==> config.mk <==
export PLATFORM = sky130hd
export DESIGN_NAME = mfe_led7seg_74hc595_receiver
export DESIGN_NICKNAME = d
export VERILOG_FILES = /design/src/rtl/mfe_led7seg_pkg.sv /design/src/rtl/mfe_led7seg_74hc595_receiver_sync.sv /design/src/rtl/mfe_led7seg_74hc595_receiver.sv
export SDC_FILE = /design/constraint.sdc
export NUM_CORES = 1
export LEC_CHECK = 0
export ABC_AREA = 1
export CAP_MARGIN = 20
export CELL_PAD_IN_SITES_DETAIL_PLACEMENT = 1
export CELL_PAD_IN_SITES_GLOBAL_PLACEMENT = 1
export CORE_AREA = 2 2 166 87
export CTS_CLUSTER_SIZE = 10
export DETAILED_ROUTE_END_ITERATION = 16
export DIE_AREA = 0 0 168 89
export DONT_BUFFER_PORTS = 1
export GPL_ROUTABILITY_DRIVEN = 0
export PLACE_DENSITY = 0.79
export SLEW_MARGIN = 15
export SYNTH_ARGS = -nofsm -noshare
export SYNTH_HDL_FRONTEND = slang
export SYNTH_SLANG_ARGS = --single-unit
export TNS_END_PERCENT = 10
==> constraint.sdc <==
create_clock -name clk -period 5.1 [get_ports clk]
set_clock_uncertainty 0.2 [all_clocks]
set_input_delay 0.51 -clock clk [delete_from_list [all_inputs] [get_ports clk]]
set_output_delay 0.51 -clock clk [all_outputs]
set_load 0.05 [all_outputs]
==> src/rtl/mfe_led7seg_pkg.sv <==
// mfe_led7seg_pkg: segment code table, decode helpers and chain width for the 74HC595 receiver.
package mfe_led7seg_pkg;
   localparam int WORD_W = 16;
   localparam logic [7:0] NUM_0 = 8'hC0;
   localparam logic [7:0] NUM_1 = 8'hF9;
   localparam logic [7:0] NUM_2 = 8'hA4;
   localparam logic [7:0] NUM_3 = 8'hB0;
   localparam logic [7:0] NUM_4 = 8'h99;
   localparam logic [7:0] NUM_5 = 8'h92;
   localparam logic [7:0] NUM_6 = 8'h82;
   localparam logic [7:0] NUM_7 = 8'hF8;
   localparam logic [7:0] NUM_8 = 8'h80;
   localparam logic [7:0] NUM_9 = 8'h90;
   localparam logic [7:0] NUM_LINE = 8'hBF;

   // 0xF marks a code that is not a decimal digit
   function automatic logic [3:0] seg2num(input logic [7:0] seg);
      return seg == NUM_0 ? 4'd0 : seg == NUM_1 ? 4'd1 : seg == NUM_2 ? 4'd2 :
             seg == NUM_3 ? 4'd3 : seg == NUM_4 ? 4'd4 : seg == NUM_5 ? 4'd5 :
             seg == NUM_6 ? 4'd6 : seg == NUM_7 ? 4'd7 : seg == NUM_8 ? 4'd8 :
             seg == NUM_9 ? 4'd9 : 4'hF;
   endfunction

   function automatic logic [4:0] onehot2idx(input logic [31:0] v);
      logic [4:0] idx;
      idx = '0;
      for (int i = 0; i < 32; i++)
         if (v[i]) idx = 5'(i);
      return idx;
   endfunction
endpackage

==> src/rtl/mfe_led7seg_74hc595_receiver_sync.sv <==
// mfe_sync_edge: multi-stage synchronizer with a history flop for rising-edge detection.
module mfe_sync_edge #(
   parameter int SYNC_STAGES = 2
) (
   input  logic clk,
   input  logic rst,
   input  logic din,
   output logic sync,
   output logic rise
);
   logic [SYNC_STAGES-1:0] chain;
   logic hist;

   always_ff @(posedge clk) begin
      if (!rst) begin
         chain <= '0;
         hist <= 1'b0;
      end else begin
         chain <= {chain[SYNC_STAGES-2:0], din};
         hist <= chain[SYNC_STAGES-1];
      end
   end

   assign sync = chain[SYNC_STAGES-1];
   assign rise = sync & ~hist;
endmodule

==> src/rtl/mfe_led7seg_74hc595_receiver.sv <==
// mfe_led7seg_74hc595_receiver: mirrors a 74HC595 7-seg chain and keeps a decoded frame buffer.
module mfe_led7seg_74hc595_receiver #(
   parameter int SYNC_STAGES = 2,
   parameter int NDIG = 8,
   parameter int WORD_W = 8 + NDIG
) (
   input  logic clk,
   input  logic rst,
   input  logic sclk,
   input  logic rclk,
   input  logic dio,
   output logic [WORD_W-1:0] dat,
   output logic vld,
   output logic err,
   output logic [8*NDIG-1:0] frame,
   output logic frame_upd,
   output logic [4*NDIG-1:0] num,
   output logic [NDIG-1:0] num_ok
);
   import mfe_led7seg_pkg::*;

   localparam int IW = $clog2(NDIG);

   logic rise_s, rise_r, dio_s, sclk_s, rclk_s, dio_r, unused;
   logic [WORD_W-1:0] sh;
   logic [4:0] bitcnt;
   logic [NDIG-1:0][7:0] fr;
   logic [NDIG-1:0][3:0] nm;
   logic [NDIG-1:0] sel;
   logic [7:0] seg;
   logic [3:0] code;
   logic [IW-1:0] idx;
   logic wr;

   mfe_sync_edge #(.SYNC_STAGES(SYNC_STAGES)) u_sclk (.clk(clk), .rst(rst), .din(sclk), .sync(sclk_s), .rise(rise_s));
   mfe_sync_edge #(.SYNC_STAGES(SYNC_STAGES)) u_rclk (.clk(clk), .rst(rst), .din(rclk), .sync(rclk_s), .rise(rise_r));
   mfe_sync_edge #(.SYNC_STAGES(SYNC_STAGES)) u_dio (.clk(clk), .rst(rst), .din(dio), .sync(dio_s), .rise(dio_r));

   assign unused = ^{sclk_s, rclk_s, dio_r};
   assign sel = dat[NDIG-1:0];
   assign seg = dat[WORD_W-1:NDIG];
   assign code = seg2num(seg);
   assign idx = IW'(onehot2idx(32'(sel)));
   // frame write is the pending stage behind vld, so dat already holds the word
   assign wr = vld && $onehot(sel);
   assign frame = fr;
   assign num = nm;

   always_ff @(posedge clk) begin
      if (!rst) begin
         sh <= '0;
         dat <= '0;
         bitcnt <= '0;
         vld <= 1'b0;
         err <= 1'b0;
         frame_upd <= 1'b0;
         fr <= {NDIG{8'hFF}};
         nm <= {NDIG{4'hF}};
         num_ok <= '0;
      end else begin
         vld <= rise_r;
         err <= rise_r && bitcnt != 5'(WORD_W);
         if (rise_r) dat <= sh;
         if (rise_s) sh <= {sh[WORD_W-2:0], dio_s};
         // a coincident shift is the first bit of the next word
         bitcnt <= rise_r ? {4'd0, rise_s} : (rise_s && bitcnt != 5'd31) ? bitcnt + 5'd1 : bitcnt;
         frame_upd <= wr;
         if (wr) begin
            fr[idx] <= seg;
            nm[idx] <= code;
            num_ok[idx] <= code != 4'hF;
         end
      end
   end
endmodule

== After elaboration in Yosys (flattened, before gate mapping) ==
Index checks and enable logic that the tools add are counted.
Storage, ports and cells
  output and inout port bits: 123
  logic and storage cells: 92
  register bits: 152
Operators by class
  bitwise operators: 5
  order comparisons: 2
  equality and inequality tests: 14
  $add $sub $neg: 8
  muxes and demuxes: 28
  reductions and logical operators: 6
Operator list (count)
  8-bit equality test (second input constant): 10
  64-bit bitwise mux: 1
  4-bit two-way mux: 9
  32-bit bitwise mux: 1
  8-bit demux with 3-bit select: 1
  3-bit two-way mux: 8
  4-bit demux with 3-bit select: 1
  5-bit != test (second input constant): 2
  1-bit by 1-bit adder with 2-bit output: 4
  8-bit bitwise mux: 1
  8-bit two-way mux: 1
  2-bit by 2-bit adder with 3-bit output: 2
  5-bit by 1-bit adder with 5-bit output (second input constant): 1
  3-bit by 3-bit adder with 4-bit output: 1
  4-bit by 1-bit equality test with 1-bit output (second input constant): 1
  1-bit logical AND: 4
  3-bit by 4-bit less-than comparator with 1-bit output (second input constant): 1
  1-bit two-way mux: 4
  4-bit != test (second input constant): 1
  1-bit demux with 3-bit select: 1
  3-bit by 1-bit >= comparator with 1-bit output (second input constant): 1
  1-bit NOT: 3
  1-bit AND: 2
  2-bit nonzero test: 1
  2-bit OR reduction: 1

== Depth between registers and ports, before layout ==
Gate-level depths: netlist of the first run.
  word-level depth: 13
  mapped depth: 18
  mapped depth without buffers: 17

== By module ==
From an unflattened synthesis of the first run, not the netlist that was laid out.
Second synthesis, totals
  cell total of the unflattened synthesis: 780
  area, all modules: 6079.6 µm²
By module, submodules not included
  mfe_led7seg_74hc595_receiver: area an instance 5801.8 µm², instances 1, cells each 747, sequential area each 2882.8 µm²
  mfe_sync_edge: area an instance 92.6 µm², instances 3, cells each 11, sequential area each 60.1 µm²

== Worst setup path before layout of the first run ==
OpenSTA, ideal clock, no wires.
  path type: reg2reg
  start point: reg dat[0]
  end point: reg nm, in the netlist num[2]
  cell stages (with the launch flop): 17
  arrival: 3773 ps
  setup slack: 993 ps
  path through: dfxtp_1 inv_1 fa_1 fa_1 fa_1 inv_1 ha_1 inv_1 fa_1 nand3_1 nor2_4 nand2_4 nor2_4 nand3_2 buf_2 nand2_1 nand3_1
On the way
  cells in the longest elaborated chain, start to end: 5
RTL lines
  start: declaration: RTL line mfe_led7seg_74hc595_receiver.sv:12  | output logic [WORD_W-1:0] dat,
  start signal: assignment: RTL line mfe_led7seg_74hc595_receiver.sv:63  | if (rise_r) dat <= sh;
  1-bit by 1-bit adder with 2-bit output (implied by the code): RTL line mfe_led7seg_74hc595_receiver.sv:45  | assign wr = vld && $onehot(sel);
  2-bit by 2-bit adder with 3-bit output (implied by the code): RTL line mfe_led7seg_74hc595_receiver.sv:45
  3-bit by 3-bit adder with 4-bit output (implied by the code): RTL line mfe_led7seg_74hc595_receiver.sv:45
  4-bit by 1-bit equality test with 1-bit output: RTL line mfe_led7seg_74hc595_receiver.sv:45
  1-bit logical AND: RTL line mfe_led7seg_74hc595_receiver.sv:45
  end signal: assignment: RTL line mfe_led7seg_74hc595_receiver.sv:58  | nm <= {NDIG{4'hF}};
  end signal: indexed assignment: RTL line mfe_led7seg_74hc595_receiver.sv:70  | nm[idx] <= code;
  end: declaration: RTL line mfe_led7seg_74hc595_receiver.sv:28  | logic [NDIG-1:0][3:0] nm;
No other way between the ends.
A chain may end at the register's enable or synchronous reset.

== Worst setup path after layout of the first run ==
  start point: reg dat[3]
  end point: reg nm, in the netlist num[1]
On the way
  cells in the longest elaborated chain, start to end: 10
  elaborated cells between the ends (all ways): 16
  those cells by class: add/sub: 3; order compare: 2; eq/ne: 1; mux: 8; reduce/logical: 2
RTL lines
  3-bit two-way mux (5 in series): RTL line mfe_led7seg_pkg.sv:28  | if (v[i]) idx = 5'(i);
  3-bit by 4-bit less-than comparator with 1-bit output (implied by the code) / 3-bit by 1-bit >= comparator with 1-bit output (equally long branches): RTL line mfe_led7seg_74hc595_receiver.sv:70
  1-bit logical AND (implied by the code): RTL line mfe_led7seg_74hc595_receiver.sv:70
  4-bit two-way mux (implied by the code): RTL line mfe_led7seg_74hc595_receiver.sv:70
  4-bit demux with 3-bit select: RTL line mfe_led7seg_74hc595_receiver.sv:70
  32-bit bitwise mux: RTL line mfe_led7seg_74hc595_receiver.sv:70
Several ways; a longest one is shown, not always the timed one.

==> impl_metrics.env, run 1 <==
export IMPL_clock_latency_ns=0.41
export IMPL_wl_met1_mm=7.89
export IMPL_min_from="rst"
export IMPL_crit_path_start_kind="flip-flop"
export IMPL_finalSetupViolCount=0
export IMPL_ctsResizeCount=0
export IMPL_period_needed_ns=4.53
export IMPL_top_level_ports=128
export IMPL_endpoint_kind="flip-flop"
export IMPL_ant_nets=0
export IMPL_cts_clk_slew_worst_paths_ns=0.07
export IMPL_totalPowerFinal_mw=2.58
export IMPL_ys_warn_count=0
export IMPL_grt_pass1_vias=5052
export IMPL_critPathLaunch="dat[3]"
export IMPL_worst_r2r_setup_slack_ns=0.57
export IMPL_ir_worst_vdd_mv=0.160
export IMPL_critPathRequiredTime_ns=5.25
export IMPL_drtIter0Drc=357
export IMPL_switching_power_mw=0.571
export IMPL_cts_tree="yes"
export IMPL_root_buffer="clkbuf_16"
export IMPL_synthToLayoutAreaGrowth_pct=11.4
export IMPL_globalRouteOverflowTotal=0
export IMPL_fmax_mhz=221
export IMPL_pwr_share_comb_pct=2.0
export IMPL_worstMarginPinSlew_ns=1.09
export IMPL_worstPathArrival_ns=4.68
export IMPL_p_seq_share_pct=47.2
export IMPL_start_util_pct=45.8
export IMPL_htree_levels=4
export IMPL_clk_path_buf_depth=2
export IMPL_syn_inst=774
export IMPL_sw_frac_of_total_pct=22.1
export IMPL_synth_nets=789
export IMPL_leakage_nw=3.17
export IMPL_route_detailed_drc=0
export IMPL_finalHoldViolCount=0
export IMPL_coreArea_sq_um=13300
export IMPL_fin_crit_sh_pct=88.8
export IMPL_track_usage_pct=23.7
export IMPL_maxSlewViolCount=0
export IMPL_final_cell_mix="nand2_1, dfxtp_1, nor2_1"
export IMPL_p_int_mw=2.01
export IMPL_nets=784
export IMPL_seq_area_frac_synth_pct=49.9
export IMPL_grt_start_max_net_pins=117
export IMPL_routed_wl_mm=17.2
export IMPL_chipWidth_um=168
export IMPL_final_common_cell="nand2_1"
export IMPL_worstHoldEndpoint="u_sclk.hist"
export IMPL_vias=4996
export IMPL_cap_viol_max_count=0
export IMPL_whs_ns=0.0137
export IMPL_viasPerCell=5.22
export IMPL_pwr_share_clk_pct=50.7
export IMPL_portBuffers=0
export IMPL_worstHoldPathCells=2
export IMPL_r2r_end="num[1]"
export IMPL_ys_ff_latch=152
export IMPL_path_max_fanout=15
export IMPL_tns_ns=0
export IMPL_rsz0062_at_grt="no"
export IMPL_crit_type="reg -> reg"
export IMPL_drive_gt1_share_pct=12.5
export IMPL_die_h_um=89
export IMPL_status="finished, final reports clean"
export IMPL_wire_per_inst_um=18.0
export IMPL_antenna_cells=0
export IMPL_wl_met3_um=960
export IMPL_r2r_start="dat[3]"
export IMPL_yosysUniqueCellTypes=32
export IMPL_place_inst=919
export IMPL_row_count=30
export IMPL_dr_pass1_iters=5
export IMPL_reg2regPathDepth=16
export IMPL_clkSinkCount=152
export IMPL_finalNonFillerCells=958
export IMPL_place_hpwl_mm=11.3
export IMPL_top_layer="met4"
export IMPL_hold_path_class="in -> reg"
export IMPL_cts_buffers=17
export IMPL_route_met2_wl_mm=8.25
export IMPL_synth_area_per_cell_sq_um=7.89
export IMPL_grt_pass1_wl_mm=27.4
export IMPL_cellPowerDensity_nw_per_um2=379
export IMPL_antenna_found_initial=0
export IMPL_synth_area_sq_um=6100
export IMPL_slew_headroom_pct=27.4
export IMPL_die_area_sq_um=15000
-- kinds of logic after synthesis --
group | Yosys count | synth area share [%]
AO/OA/AOI/OAI | 73 | 6.79
adder cells (fa/ha/maj) | 10 | 2.54
buffers and inverters | 107 | 8.79
flip-flops | 152 | 49.9
AND/OR/NAND/NOR | 432 | 32.0
-- layer usage --
layer	vias up	GRT usage, %
li1	2432	-
met1	2437	29.9
met2	111	41.3
met3	16	5.93
met4	0	6.72
met5	-	0
-- power groups by stage --
stage	Sequential, mW	Combinational (mW)	Clock [mW]
global route	1.22	0.0590	1.38
CTS	1.22	0.0531	1.32
finish	1.22	0.0527	1.31
detailed placement	1.24	0.0476	0
global placement	1.24	0.0454	0
floorplan	1.24	0.0463	0
-- sequential cells by signal, indices dropped and copies added, names as in the netlist --
register	count
bitcnt	5
dat	16
num	32
vld	1
u_dio.chain	2
err	1
u_sclk.hist	1
u_sclk.chain	2
frame	64
num_ok	8
frame_upd	1
sh	16
u_rclk.chain	2
u_rclk.hist	1
-- worst max-delay path, stage by stage (launching register included) --
cell	delay, ns
dfxtp_1	0.67
inv_2	0.11
fa_1	0.48
fa_1	0.51
fa_1	0.41
inv_1	0.07
ha_1	0.17
inv_1	0.06
fa_1	0.47
nand3_1	0.10
nor2_4	0.17
nand2_4	0.11
nor2_4	0.12
nand3_2	0.29
inv_2	0.30
nand2_1	0.09
nand3_1	0.10
-- cell type report --
cell class              instances  area [sq um]
clock inverters                13           168
clock buffers                  19           443
inverters                      65           251
flip-flops and latches        152          3040
repair buffers                 18           153
multi-input cells             515          2520
well taps                     176           220
fillers                      1643          6520
-- synthesized netlist by cell type (all sizes together) --
cell type  count  area [sq um]
a21oi         16          80.1
a41oi          1          8.76
buf           27           229
clkbuf        15          56.3
dfxtp        152          3040
fa             4          80.1
ha             6          75.1
inv           65           251
nand2        252           996
nand3         77           408
nand4          4          31.3
nor2          93           467
nor3           6          52.6
o211ai        16           120
o21ai         38           190
o21bai         2          15.0
-- stage by stage --
step	area [sq um]	worst slack [ns]	util, %
after global routing	6800	0.304	51.0
after global placement	6120	0.735	45.9
after detailed placement	6120	0.576	45.9
final	6800	0.572	51.0
after CTS	6800	0.539	51.0
after floorplan	6100	0.993	-
-- worst max path at each step --
stage | end | slack, ns | depth (start not counted)
CTS | num[1] | 0.54 | 16
global route | frame[4] | 0.30 | 16
detailed placement | frame[4] | 0.58 | 16
global placement | frame[6] | 0.74 | 16
floorplan | num[2] | 0.99 | 16
finish | num[1] | 0.57 | 16
-- what timing repair did --
item | in CTS | in global routing
hold buffers | 7 | 0
setup buffers | 0 | 0
endpoints found under the hold margin | 5 | 0
Power figures use the tool's default switching activity.
==> run 2, diff against run 1 <==
--- a/config.mk
+++ b/config.mk
@@ -9,13 +9,13 @@
 export CAP_MARGIN = 20
 export CELL_PAD_IN_SITES_DETAIL_PLACEMENT = 1
 export CELL_PAD_IN_SITES_GLOBAL_PLACEMENT = 1
-export CORE_AREA = 2 2 166 87
+export CORE_AREA = 2 2 161 84
 export CTS_CLUSTER_SIZE = 10
 export DETAILED_ROUTE_END_ITERATION = 16
-export DIE_AREA = 0 0 168 89
+export DIE_AREA = 0 0 163 86
 export DONT_BUFFER_PORTS = 1
 export GPL_ROUTABILITY_DRIVEN = 0
-export PLACE_DENSITY = 0.79
+export PLACE_DENSITY = 0.83
 export SLEW_MARGIN = 15
 export SYNTH_ARGS = -nofsm -noshare
 export SYNTH_HDL_FRONTEND = slang
==> constraint.sdc (replaced) <==
create_clock -name clk -period 5.5 [get_ports clk]
set_clock_uncertainty 0.2 [all_clocks]
set_input_delay 0.55 -clock clk [delete_from_list [all_inputs] [get_ports clk]]
set_output_delay 0.55 -clock clk [all_outputs]
set_load 0.05 [all_outputs]
==> run 2 against run 1 <==
First-iteration DRC count grew 9.8%. Highest routed layer unchanged. Critical path depth shrank 1. Wire length grew 4.9%. Largest power group unchanged. Sequential power shrank 7%.
==> impl_metrics.env, run 2 (same netlist as run 1, synthesis figures left out) <==
export IMPL_status="finished, final reports clean"
export IMPL_final_common_cell="nand2_1"
export IMPL_pwr_share_comb_pct=1.8
export IMPL_top_level_ports=128
export IMPL_cts_buffers=17
export IMPL_die_h_um=86
export IMPL_cts_clk_slew_worst_paths_ns=0.06
export IMPL_path_max_fanout=21
export IMPL_cts_tree="yes"
export IMPL_final_cell_mix="nand2_1, dfxtp_1, nor2_1"
export IMPL_rsz0062_at_grt="no"
export IMPL_critPathRequiredTime_ns=5.56
export IMPL_worstMarginPinSlew_ns=1.15
export IMPL_clock_latency_ns=0.41
export IMPL_track_usage_pct=26.1
export IMPL_largest_reg_flops=64
export IMPL_nets=771
export IMPL_row_count=29
export IMPL_fillers=1549
export IMPL_synthToLayoutAreaGrowth_pct=9.82
export IMPL_globalRouteOverflowTotal=0
export IMPL_cellPowerDensity_nw_per_um2=362
export IMPL_p_seq_share_pct=46.6
export IMPL_routed_wl_mm=18.1
export IMPL_finalSetupViolCount=0
export IMPL_endpoint_kind="flip-flop"
export IMPL_maxSlewViolCount=0
export IMPL_dr_pass1_iters=4
export IMPL_vias=5065
export IMPL_drive_gt1_share_pct=12.0
export IMPL_crit_type="reg -> reg"
export IMPL_hold_path_class="in -> reg"
export IMPL_period_needed_ns=4.78
export IMPL_grt_pass1_wl_mm=28.2
export IMPL_crit_path_start_kind="flip-flop"
export IMPL_leakage_nw=3.12
export IMPL_route_detailed_drc=0
export IMPL_grt_pass1_vias=5165
export IMPL_wire_per_inst_um=19.3
export IMPL_viasPerCell=5.39
export IMPL_ant_nets=0
export IMPL_worstPathArrival_ns=4.84
export IMPL_cts_hold_buf=0
export IMPL_root_buffer="clkbuf_16"
export IMPL_sw_frac_of_total_pct=22.1
export IMPL_pwr_share_clk_pct=51.6
export IMPL_finalHoldViolCount=0
export IMPL_ctsResizeCount=0
export IMPL_post_cts_setup_buffers=0
export IMPL_fmax_mhz=209
export IMPL_drtIter0Drc=392
export IMPL_slew_headroom_pct=23.1
export IMPL_switching_power_mw=0.535
export IMPL_timing_final_ws_setup_ns=0.717
export IMPL_coreArea_sq_um=12500
export IMPL_grt_start_max_net_pins=118
export IMPL_start_util_pct=48.8
export IMPL_place_hpwl_mm=11.6
export IMPL_portBuffers=0
export IMPL_clkSinkCount=152
export IMPL_chipWidth_um=163
export IMPL_antenna_cells=0
export IMPL_clk_path_buf_depth=2
export IMPL_htree_levels=4
export IMPL_tns_ns=0
export IMPL_cap_viol_max_count=0
export IMPL_place_ws_ns=0.752
export IMPL_antenna_found_initial=0
export IMPL_ir_worst_vdd_mv=0.166
export IMPL_fin_crit_sh_pct=87.0
export IMPL_p_int_mw=1.89
export IMPL_die_area_sq_um=14000
==> run 2: cell types whose count changed in the layout (fill, tap and decap cells not counted), sizes merged <==
cell,before,now
buf,11,5
dlygate4sd3,7,0
clkbuf,19,18
bufinv,3,4
inv,69,68
clkinvlp,1,2
==> run 2: per-layer routing <==
layer	track usage, %	vias up	part of all wire [%]
met2	45.4	133	49
met5	0	-	0
met4	8.61	0	1.3
li1	-	2407	-
met1	31.9	2504	43
met3	6.67	21	6.4
==> run 2: layout make-up <==
cell class                      count  area [sq um]  area share (%)
Inverter                           65           251            3.75
Timing Repair Buffer                5          45.0           0.672
Clock buffer                       18           429            6.40
Sequential cell                   152          3040            45.4
Multi-Input combinational cell    515          2520            37.7
Clock inverter                     14           198            2.95
Tap cell                          170           213            3.17
==> run 2: path summary, 6_finish.rpt <==
kind,slack [ns],end,startpoint,cells after the start
setup / recovery,0.72,frame[48],dat[0],15
hold / removal,0.04,u_sclk.chain[0],rst,2
setup reg to reg,0.72,frame[48],dat[0],15
hold reg to reg,0.21,u_rclk.chain[1],u_rclk.chain[0],2
==> run 2: stage by stage <==
step	utilization, %	hold WS [ns]	power, mW	cell area (sq um)	cells
after global routing	53.5	0.0285	2.49	6700	939
after floorplan	-	0.190	1.19	6100	774
final	53.5	0.0367	2.42	6700	939
after CTS	53.4	0.0268	2.44	6690	938
after detailed placement	48.4	0.204	1.20	6060	906
after global placement	48.4	0.194	1.19	6060	906
==> run 2: power by group through the flow <==
stage | clock [mW] | sequential, mW | combinational (mW)
global route | 1.31 | 1.13 | 0.0493
global placement | 0 | 1.15 | 0.0396
CTS | 1.26 | 1.13 | 0.0429
floorplan | 0 | 1.15 | 0.0429
finish | 1.25 | 1.13 | 0.0437
detailed placement | 0 | 1.15 | 0.0418
==> run 2: critical path, stage by stage, from the launching register on <==
cell and delay [ns]:
dfxtp_1 0.64, inv_1 0.16, fa_1 0.58, fa_1 0.43, fa_1 0.45, inv_1 0.07, ha_1 0.15, inv_1 0.06
fa_1 0.48, nand3_1 0.11, nor2_4 0.17, nand2_4 0.11, inv_1 0.08, nand3_1 0.55, nand2_1 0.27, o211ai_1 0.13
